[config.mk]
export PLATFORM = sky130hd
export DESIGN_NAME = fetch_program_loader_ctrl
export DESIGN_NICKNAME = d
export VERILOG_FILES = /design/src/rtl/fetch_program_loader_ctrl.sv
export SDC_FILE = /design/constraint.sdc
export NUM_CORES = 1
export LEC_CHECK = 0
export ABC_AREA = 1
export CORE_MARGIN = 2
export CORE_UTILIZATION = 35
export DETAILED_ROUTE_END_ITERATION = 12
export HOLD_SLACK_MARGIN = 0.1
export SETUP_SLACK_MARGIN = 0.1
export SYNTH_ARGS = -nofsm -noshare
export SYNTH_HDL_FRONTEND = slang
export SYNTH_SLANG_ARGS = --single-unit
[constraint.sdc]
create_clock -name i_clk -period 1.75 [get_ports i_clk]
set_input_delay 0.2625 -clock i_clk [delete_from_list [all_inputs] [get_ports i_clk]]
set_output_delay 0.2625 -clock i_clk [all_outputs]
set_load 0.01 [all_outputs]
[src/rtl/fetch_program_loader_ctrl.sv]
// Debug-link program loader: assembles UART bytes into instruction words,
// writes them to instruction memory, then drives the pipeline enable (run/step).
module fetch_program_loader_ctrl #(
  parameter int unsigned NBITS     = 32,
  parameter int unsigned MEM_WORDS = 256
) (
  input  logic             i_clk,
  input  logic             i_rst,
  input  logic [7:0]       i_rx_data,
  input  logic             i_rx_valid,
  input  logic             i_halt,
  output logic             o_mem_wr_en,
  output logic [NBITS-1:0] o_mem_addr,
  output logic [NBITS-1:0] o_mem_data,
  output logic             o_enable,
  output logic             o_loaded,
  output logic             o_load_err,
  output logic             o_done,
  output logic [2:0]       o_state
);

  typedef enum logic [2:0] {
    S_IDLE  = 3'd0,
    S_LOAD  = 3'd1,
    S_WRITE = 3'd2,
    S_RUN   = 3'd3,
    S_STEP  = 3'd4,
    S_DONE  = 3'd5
  } state_t;

  localparam logic [NBITS-1:0] ADDR_LIMIT = NBITS'(MEM_WORDS * 4);

  state_t           r_state, r_state_nxt;
  logic [NBITS-1:0] r_addr;
  logic [NBITS-1:0] r_mem_addr;
  logic [NBITS-1:0] r_mem_data;
  logic [1:0]       r_bcnt;
  logic [23:0]      r_asm;
  logic             r_loaded;
  logic             r_load_err;
  logic             r_step;

  logic [NBITS-1:0] w_addr_nxt;
  logic             w_marker;
  logic             w_byte_l, w_byte_c, w_byte_s, w_byte_n, w_byte_q;

  assign w_addr_nxt = r_addr + NBITS'(4);
  assign w_marker   = (r_mem_data == '1);
  assign w_byte_l   = i_rx_valid && (i_rx_data == 8'h4C);
  assign w_byte_c   = i_rx_valid && (i_rx_data == 8'h43);
  assign w_byte_s   = i_rx_valid && (i_rx_data == 8'h53);
  assign w_byte_n   = i_rx_valid && (i_rx_data == 8'h4E);
  assign w_byte_q   = i_rx_valid && (i_rx_data == 8'h51);

  always_ff @(posedge i_clk or negedge i_rst) begin
    if (!i_rst) r_state <= S_IDLE;
    else        r_state <= r_state_nxt;
  end

  always_comb begin
    r_state_nxt = r_state;
    case (r_state)
      S_IDLE: begin
        if (w_byte_l)                  r_state_nxt = S_LOAD;
        else if (w_byte_c && r_loaded) r_state_nxt = S_RUN;
        else if (w_byte_s && r_loaded) r_state_nxt = S_STEP;
      end
      S_LOAD:  if (i_rx_valid && r_bcnt == 2'd3) r_state_nxt = S_WRITE;
      S_WRITE: begin
        if (w_marker || w_addr_nxt == ADDR_LIMIT) r_state_nxt = S_IDLE;
        else                                      r_state_nxt = S_LOAD;
      end
      S_RUN:   if (i_halt) r_state_nxt = S_DONE;
      S_STEP: begin
        if (i_halt)        r_state_nxt = S_DONE;
        else if (w_byte_q) r_state_nxt = S_IDLE;
      end
      default: r_state_nxt = S_IDLE;
    endcase
  end

  always_comb begin
    o_mem_wr_en = (r_state == S_WRITE);
    o_done      = (r_state == S_DONE);
    o_state     = r_state;
    o_enable    = 1'b0;
    case (r_state)
      S_RUN:   o_enable = !i_halt;
      S_STEP:  o_enable = r_step && !i_halt;
      default: o_enable = 1'b0;
    endcase
  end

  // A byte landing in WRITE becomes byte 0 of the next word so back-to-back bytes are never dropped.
  always_ff @(posedge i_clk or negedge i_rst) begin
    if (!i_rst) begin
      r_addr     <= '0;
      r_mem_addr <= '0;
      r_mem_data <= '0;
      r_bcnt     <= '0;
      r_asm      <= '0;
      r_loaded   <= 1'b0;
      r_load_err <= 1'b0;
      r_step     <= 1'b0;
    end else begin
      r_step <= (r_state == S_STEP) && w_byte_n && !i_halt;
      case (r_state)
        S_IDLE: begin
          if (w_byte_l) begin
            r_addr     <= '0;
            r_bcnt     <= '0;
            r_asm      <= '0;
            r_loaded   <= 1'b0;
            r_load_err <= 1'b0;
          end
        end
        S_LOAD: begin
          if (i_rx_valid) begin
            case (r_bcnt)
              2'd0: begin r_asm[7:0]   <= i_rx_data; r_bcnt <= 2'd1; end
              2'd1: begin r_asm[15:8]  <= i_rx_data; r_bcnt <= 2'd2; end
              2'd2: begin r_asm[23:16] <= i_rx_data; r_bcnt <= 2'd3; end
              default: begin
                r_mem_data <= NBITS'({i_rx_data, r_asm});
                r_mem_addr <= r_addr;
                r_bcnt     <= '0;
              end
            endcase
          end
        end
        S_WRITE: begin
          r_addr <= w_addr_nxt;
          if (i_rx_valid) begin
            r_asm[7:0] <= i_rx_data;
            r_bcnt     <= 2'd1;
          end
          if (w_marker)                      r_loaded   <= 1'b1;
          else if (w_addr_nxt == ADDR_LIMIT) r_load_err <= 1'b1;
        end
        default: ;
      endcase
    end
  end

  assign o_mem_addr = r_mem_addr;
  assign o_mem_data = r_mem_data;
  assign o_loaded   = r_loaded;
  assign o_load_err = r_load_err;

endmodule

* Yosys cells after proc, flatten, opt, wreduce, memory -nomap -nowiden
Cells that the tools add are included.
** Word-level totals
- Register bits :: 128
- Output and inout port bits :: 72
- Word-level logic and storage cells :: 100
** Operators by class
- Add/subtract/negate cells :: 1
- Equal/unequal tests :: 28
- Muxes and demuxes :: 31
- Bitwise operators :: 1
- Reduce and logical (&&, ||, !) cells :: 28
** Operators with widths (number)
- $pmux 32 s2 :: 1
- $mux 24 :: 2
- $eq 8x7->1 const B :: 5
- $add 32x3->32 const B :: 1
- $eq 32x11->1 const B :: 1
- $eq 32x32->1 const B :: 1
- $mux 32 :: 1
- $mux 8 :: 4
- $pmux 16 s2 :: 1
- $pmux 8 s3 :: 1
- $mux 3 :: 7
- $reduce_and 4->1 :: 5
- $pmux 3 s5 :: 1
- $ne 2x2->1 const B :: 6
- $pmux 2 s3 :: 2
- $logic_and 1x1->1 :: 11
- $ne 2x1->1 const B :: 5
- $eq 3x2->1 const B :: 2
- $eq 3x3->1 const B :: 2
- $mux 2 :: 3
- $pmux 1 s2 :: 3
- $reduce_and 3->1 :: 2
- $mux 1 :: 5
- $reduce_and 5->1 :: 1
- other kinds (14) :: 16

* Longest topological paths before layout
- Depth after elaboration :: 7
- Gate-level depth with buffers :: 16

* Least setup slack after synthesis
OpenSTA, ideal clock, no wires.
- Path kind :: register to register
- Start :: register r_addr[3]
- End :: register r_load_err, in the netlist o_load_err
- Setup time :: 0.118 ns
- Arrival :: 1.843 ns
- Required time :: 1.632 ns
- Path slack :: -0.211 ns
- Stages on the path, launching flop included :: 17
- Buffers on the path :: 0
- Period minus slack after synthesis :: 1.961 ns
- Cells stage by stage :: dfrtp_1 -> ha_1 -> nand2_1 -> nor2_1 -> nand2_1 -> nor2_1 -> nand2_1 -> nand2_1 -> nand2_1 -> nor2_1 -> nand2_1 -> nor2_1 -> nand3_1 -> nand2_1 -> nand3_1 -> nand2_1 -> nand2_1
** Between the ends
- Cells in the longest elaborated chain, start to end :: 4
** Ends and longest elaborated chain
- start, declared :: RTL line 34 : logic [NBITS-1:0] r_addr;
- start signal, assigned :: RTL line 132 : r_addr <= w_addr_nxt;
- $add 32x3->32 :: RTL line 47 : assign w_addr_nxt = r_addr + NBITS'(4);
- $eq 32x11->1 :: RTL line 138 : else if (w_addr_nxt == ADDR_LIMIT) r_load_err <= 1'b1;
- $ne 2x1->1 (no line)
- $reduce_and 4->1 (no line)
- end signal, assigned :: RTL line 103 : r_load_err <= 1'b0;
- end signal, assigned :: RTL line 114 : r_load_err <= 1'b0;
- end signal, assigned :: RTL line 138
- end, declared :: RTL line 40 : logic r_load_err;
Every way passes these cells.
A chain may end at the register's enable or synchronous reset.

* Worst setup path in the final report
Same ends and word-level chain as after synthesis.

==> flow_metrics.env <==
export IMPL_std_cell_rows=47
export IMPL_finalPower_mw=14.8
export IMPL_powerDensity_mw_per_mm2=1360
export IMPL_finalWorstSetupSlack_ns=-0.363
export IMPL_rrSetupSlack_ns=-0.36
export IMPL_multi_input_area_mm2=0.00350
export IMPL_io_pins=84
export IMPL_synth_xor_area_share_pct=0.582
export IMPL_stdcell_area_mm2=0.0109
export IMPL_top_layer_used="met4"
export IMPL_met2_length_um=11400
export IMPL_violations="negative setup slack"
export IMPL_end_kind="flop"
export IMPL_hpwl_um=11900
export IMPL_start_util_pct=36.0
export IMPL_synth_area_leaders="dfrtp_1 52%, nand2_1 15%, o21ai_0 9.5%"
export IMPL_path_cells="ha_4 -> nand3_2 -> nor2_4 -> buf_4 -> nand4_1 -> nand2_1 -> nand2_1 -> nor2_1 -> nand2_1 -> nor2_2 -> nand3_2 -> nand2_1 -> nand3_1 -> nand2_1 -> nand2_1"
export IMPL_wl_met1_um=9040
export IMPL_maxCapViolCount=0
export IMPL_slew_violations=0
export IMPL_crit_reg2reg_launch="r_addr[3]$_DFFE_PN0P_"
export IMPL_wl_met3_um=1160
export IMPL_clk_pin_slew_worst_paths_ns=0.06
export IMPL_vdd_ir_drop_max_uv=866
export IMPL_place_port_buffers=81
export IMPL_cts_buffers_inserted=17
export IMPL_clk_path_buf_depth=2
export IMPL_antenna_found_initial=0
export IMPL_worstSkewPairLatency_ns=0.43
export IMPL_synth_top_family_by_area="simple AND/OR/NAND/NOR gates"
export IMPL_leakagePower_nw=5.79
export IMPL_required_ns=2.07
export IMPL_synth_top_cell_by_area="dfrtp_1"
export IMPL_drt_wl_total_um=22400
export IMPL_synthSimpleGateAreaFrac_pct=26.2
export IMPL_grt_pass1_wl_um=29600
export IMPL_drt_pass1_iter_count=5
export IMPL_area_delta_synth_final_pct=80.8
export IMPL_setup_viol=88
export IMPL_path_class="reg2reg"
export IMPL_finalCritPeriodShare_pct=121
export IMPL_pre_cts_ws_ns=-0.461
export IMPL_drive_gt1_share_pct=45.7
export IMPL_rsz0062_at_grt="true"
export IMPL_synth_distinct_cells=38
export IMPL_vias=6445
export IMPL_placed_cell_area_mm2=0.00816
export IMPL_crit_arrival_ns=2.43
export IMPL_synth_seq_cells=124
export IMPL_synth_compound_area_share_pct=12.3
export IMPL_tritoncts="done"
export IMPL_htreeDepth=4
export IMPL_die_area_mm2=0.0183
export IMPL_fp_dieW_um=135
export IMPL_fmaxAchievable_ghz=0.473
export IMPL_gp_routability_congestion=0.848
export IMPL_startpoint="r_addr[3]$_DFFE_PN0P_"
export IMPL_seq_area_mm2=0.00311
export IMPL_fill_cells=1304
export IMPL_fin_nets=1072
export IMPL_r2r_cells=15
export IMPL_syn_instance_count=767
export IMPL_root_buffer="clkbuf_16"
export IMPL_hold_class="in2async"
export IMPL_cp_start_kind="flop"
export IMPL_synthAdderAreaFrac_pct=1.46
export IMPL_drt_iter0_drc=439
export IMPL_synthMuxAreaShare_pct=0
export IMPL_status="finished, violations left"
export IMPL_cp_max_fo=3
export IMPL_critPathMostFrequentCell="nand2_1"
export IMPL_syn_area_mm2=0.00602
export IMPL_viasPerCell=5.02
export IMPL_skew_ns=0.00962
export IMPL_remaining_drc_errors=0
export IMPL_grt_start_max_net_pins=45
export IMPL_core_mm2=0.0167
export IMPL_whs_ns=0.329
export IMPL_insertedDiodeCount=0
export IMPL_crit_slowest_cell="dfrtp_1"
export IMPL_overflow=0
export IMPL_critPathMaxStageDelay_ns=0.41
export IMPL_final_hold_viol_count=0
export IMPL_netlist_area_leader_share_pct=51.6
export IMPL_layout_min_cycle_time_ns=2.11
export IMPL_ys_seq_area_share_pct=51.6
export IMPL_grt_pass1_vias=6025
export IMPL_die_h_um=135
export IMPL_cts_num_sinks=124
export IMPL_fin_setup_tns_ns=-8.70
export IMPL_synth_warning_count=0
export IMPL_avgSynthCellArea_um2=7.85
export IMPL_postRouteAntennaNets=0
export IMPL_wl_per_cell_um=17.5
export IMPL_track_usage_pct=20.9
power breakdown:
part / total, mW / internal, mW / switching, mW / leakage, nW
clock network: 3.46 / 2.03 / 1.42 / 0.272
registers: 4.11 / 3.55 / 0.562 / 1.66
logic: 7.24 / 3.43 / 3.81 / 3.86
total: 14.8 / 9.01 / 5.80 / 5.79
through the flow:
step | utilization (%) | std cells
after floorplan | - | 768
after global placement | 48.9 | 1176
after detailed placement | 48.9 | 1176
after CTS | 56.2 | 1241
after global routing | 65.1 | 1285
final | 65.1 | 1285
metal layers:
| layer | track usage, % | vias up |
|---|---|---|
| met2 | 35.4 | 210 |
| met3 | 4.79 | 65 |
| met1 | 25.4 | 3147 |
| li1 | - | 3023 |
| met4 | 9.38 | 0 |
| met5 | 0 | - |
timing repair:
item / 4_1_cts / 5_1_grt
gates cloned: 5 / 22
buffers inserted: 30 / 31
pin swaps: 34 / 44
resized for setup: 186 / 317
endpoints found under the setup margin: 74 / 149
hold buffers: 1 / 0
hold endpoints to repair: 26 / 0
synth_stat cells:
library cell / number
and2_1: 1
xor2_1: 3
buf_2: 3
ha_1: 7
nor2_1: 72
nand3_1: 33
inv_4: 1
o21ai_1: 5
conb_1: 1
nand2_8: 1
nor3_1: 3
nor2_2: 4
o21bai_1: 1
o22ai_1: 5
a21oi_1: 4
nor4_1: 3
nand3_2: 2
nand2_1: 238
a211oi_1: 1
inv_1: 88
nor3_4: 1
o21ai_2: 2
buf_6: 1
nand4_1: 12
nor3_2: 3
o2111ai_2: 1
clkbuf_1: 19
a21oi_4: 1
buf_4: 3
nor2_8: 1
a31oi_1: 1
inv_2: 4
a21o_1: 1
o21ai_0: 114
xnor2_1: 1
dfrtp_1: 124
a21oi_2: 1
a31o_2: 1
registers in the layout (all words and copies together) (netlist names):
register / count
o_state: 3
r_step: 1
o_mem_addr: 30
o_loaded: 1
o_load_err: 1
o_mem_data: 32
r_asm: 24
r_bcnt: 2
r_addr: 30
cell usage in the layout (no fill, tap or decap), drive strengths merged, types with 2 or more instances in the layout:
| master | n |
|---|---|
| nand2 | 239 |
| o22ai | 5 |
| clkdlybuf4s50 | 19 |
| conb | 2 |
| nand3 | 35 |
| clkinvlp | 3 |
| a21oi | 6 |
| clkbuf | 34 |
| buf | 201 |
| clkinv | 6 |
| ha | 7 |
| dlygate4sd2 | 16 |
| nand4 | 12 |
| inv | 95 |
| dfrtp | 124 |
| clkdlybuf4s15 | 2 |
| nor2 | 77 |
| xor2 | 3 |
| o21ai | 121 |
| nor4 | 3 |
| dlymetal6s2s | 38 |
| nor3 | 7 |
final timing paths:
check	endpoint
setup / recovery	o_load_err$_DFFE_PN0P_
hold / removal	o_mem_addr[9]$_DFFE_PN0P_
setup reg to reg	o_load_err$_DFFE_PN0P_
hold reg to reg	o_mem_addr[3]$_DFFE_PN0P_
max in group asynchronous	o_mem_data[8]$_DFFE_PN0P_
min in group i_clk	r_asm[2]$_DFFE_PN0P_
worst max-delay path: cells and delay by family, from the launching register on:
family / cells / cell delay, ns
and+or+nand+nor: 13 / 1.28
DFF: 1 / 0.41
adders and majority gates: 1 / 0.18
buffers and inverters: 1 / 0.13
cell type report:
class	count	share of cell area [%]
clock buffers	19	4.16
clock inverters	12	1.06
inverters	93	3.37
multi-input cells	525	32.1
flip-flops and latches	124	28.5
well taps	220	2.53
repair buffers	292	28.2
cell families (layout without fill, tap and decap cells):
logic type	count (synthesis)	after routing
flops	124	124
other cells	1	2
compound gates	138	138
fa+ha+maj	7	7
xor+xnor	4	4
buf+inv	119	416
simple gates	374	374
(Power assumes the default switching activity.)
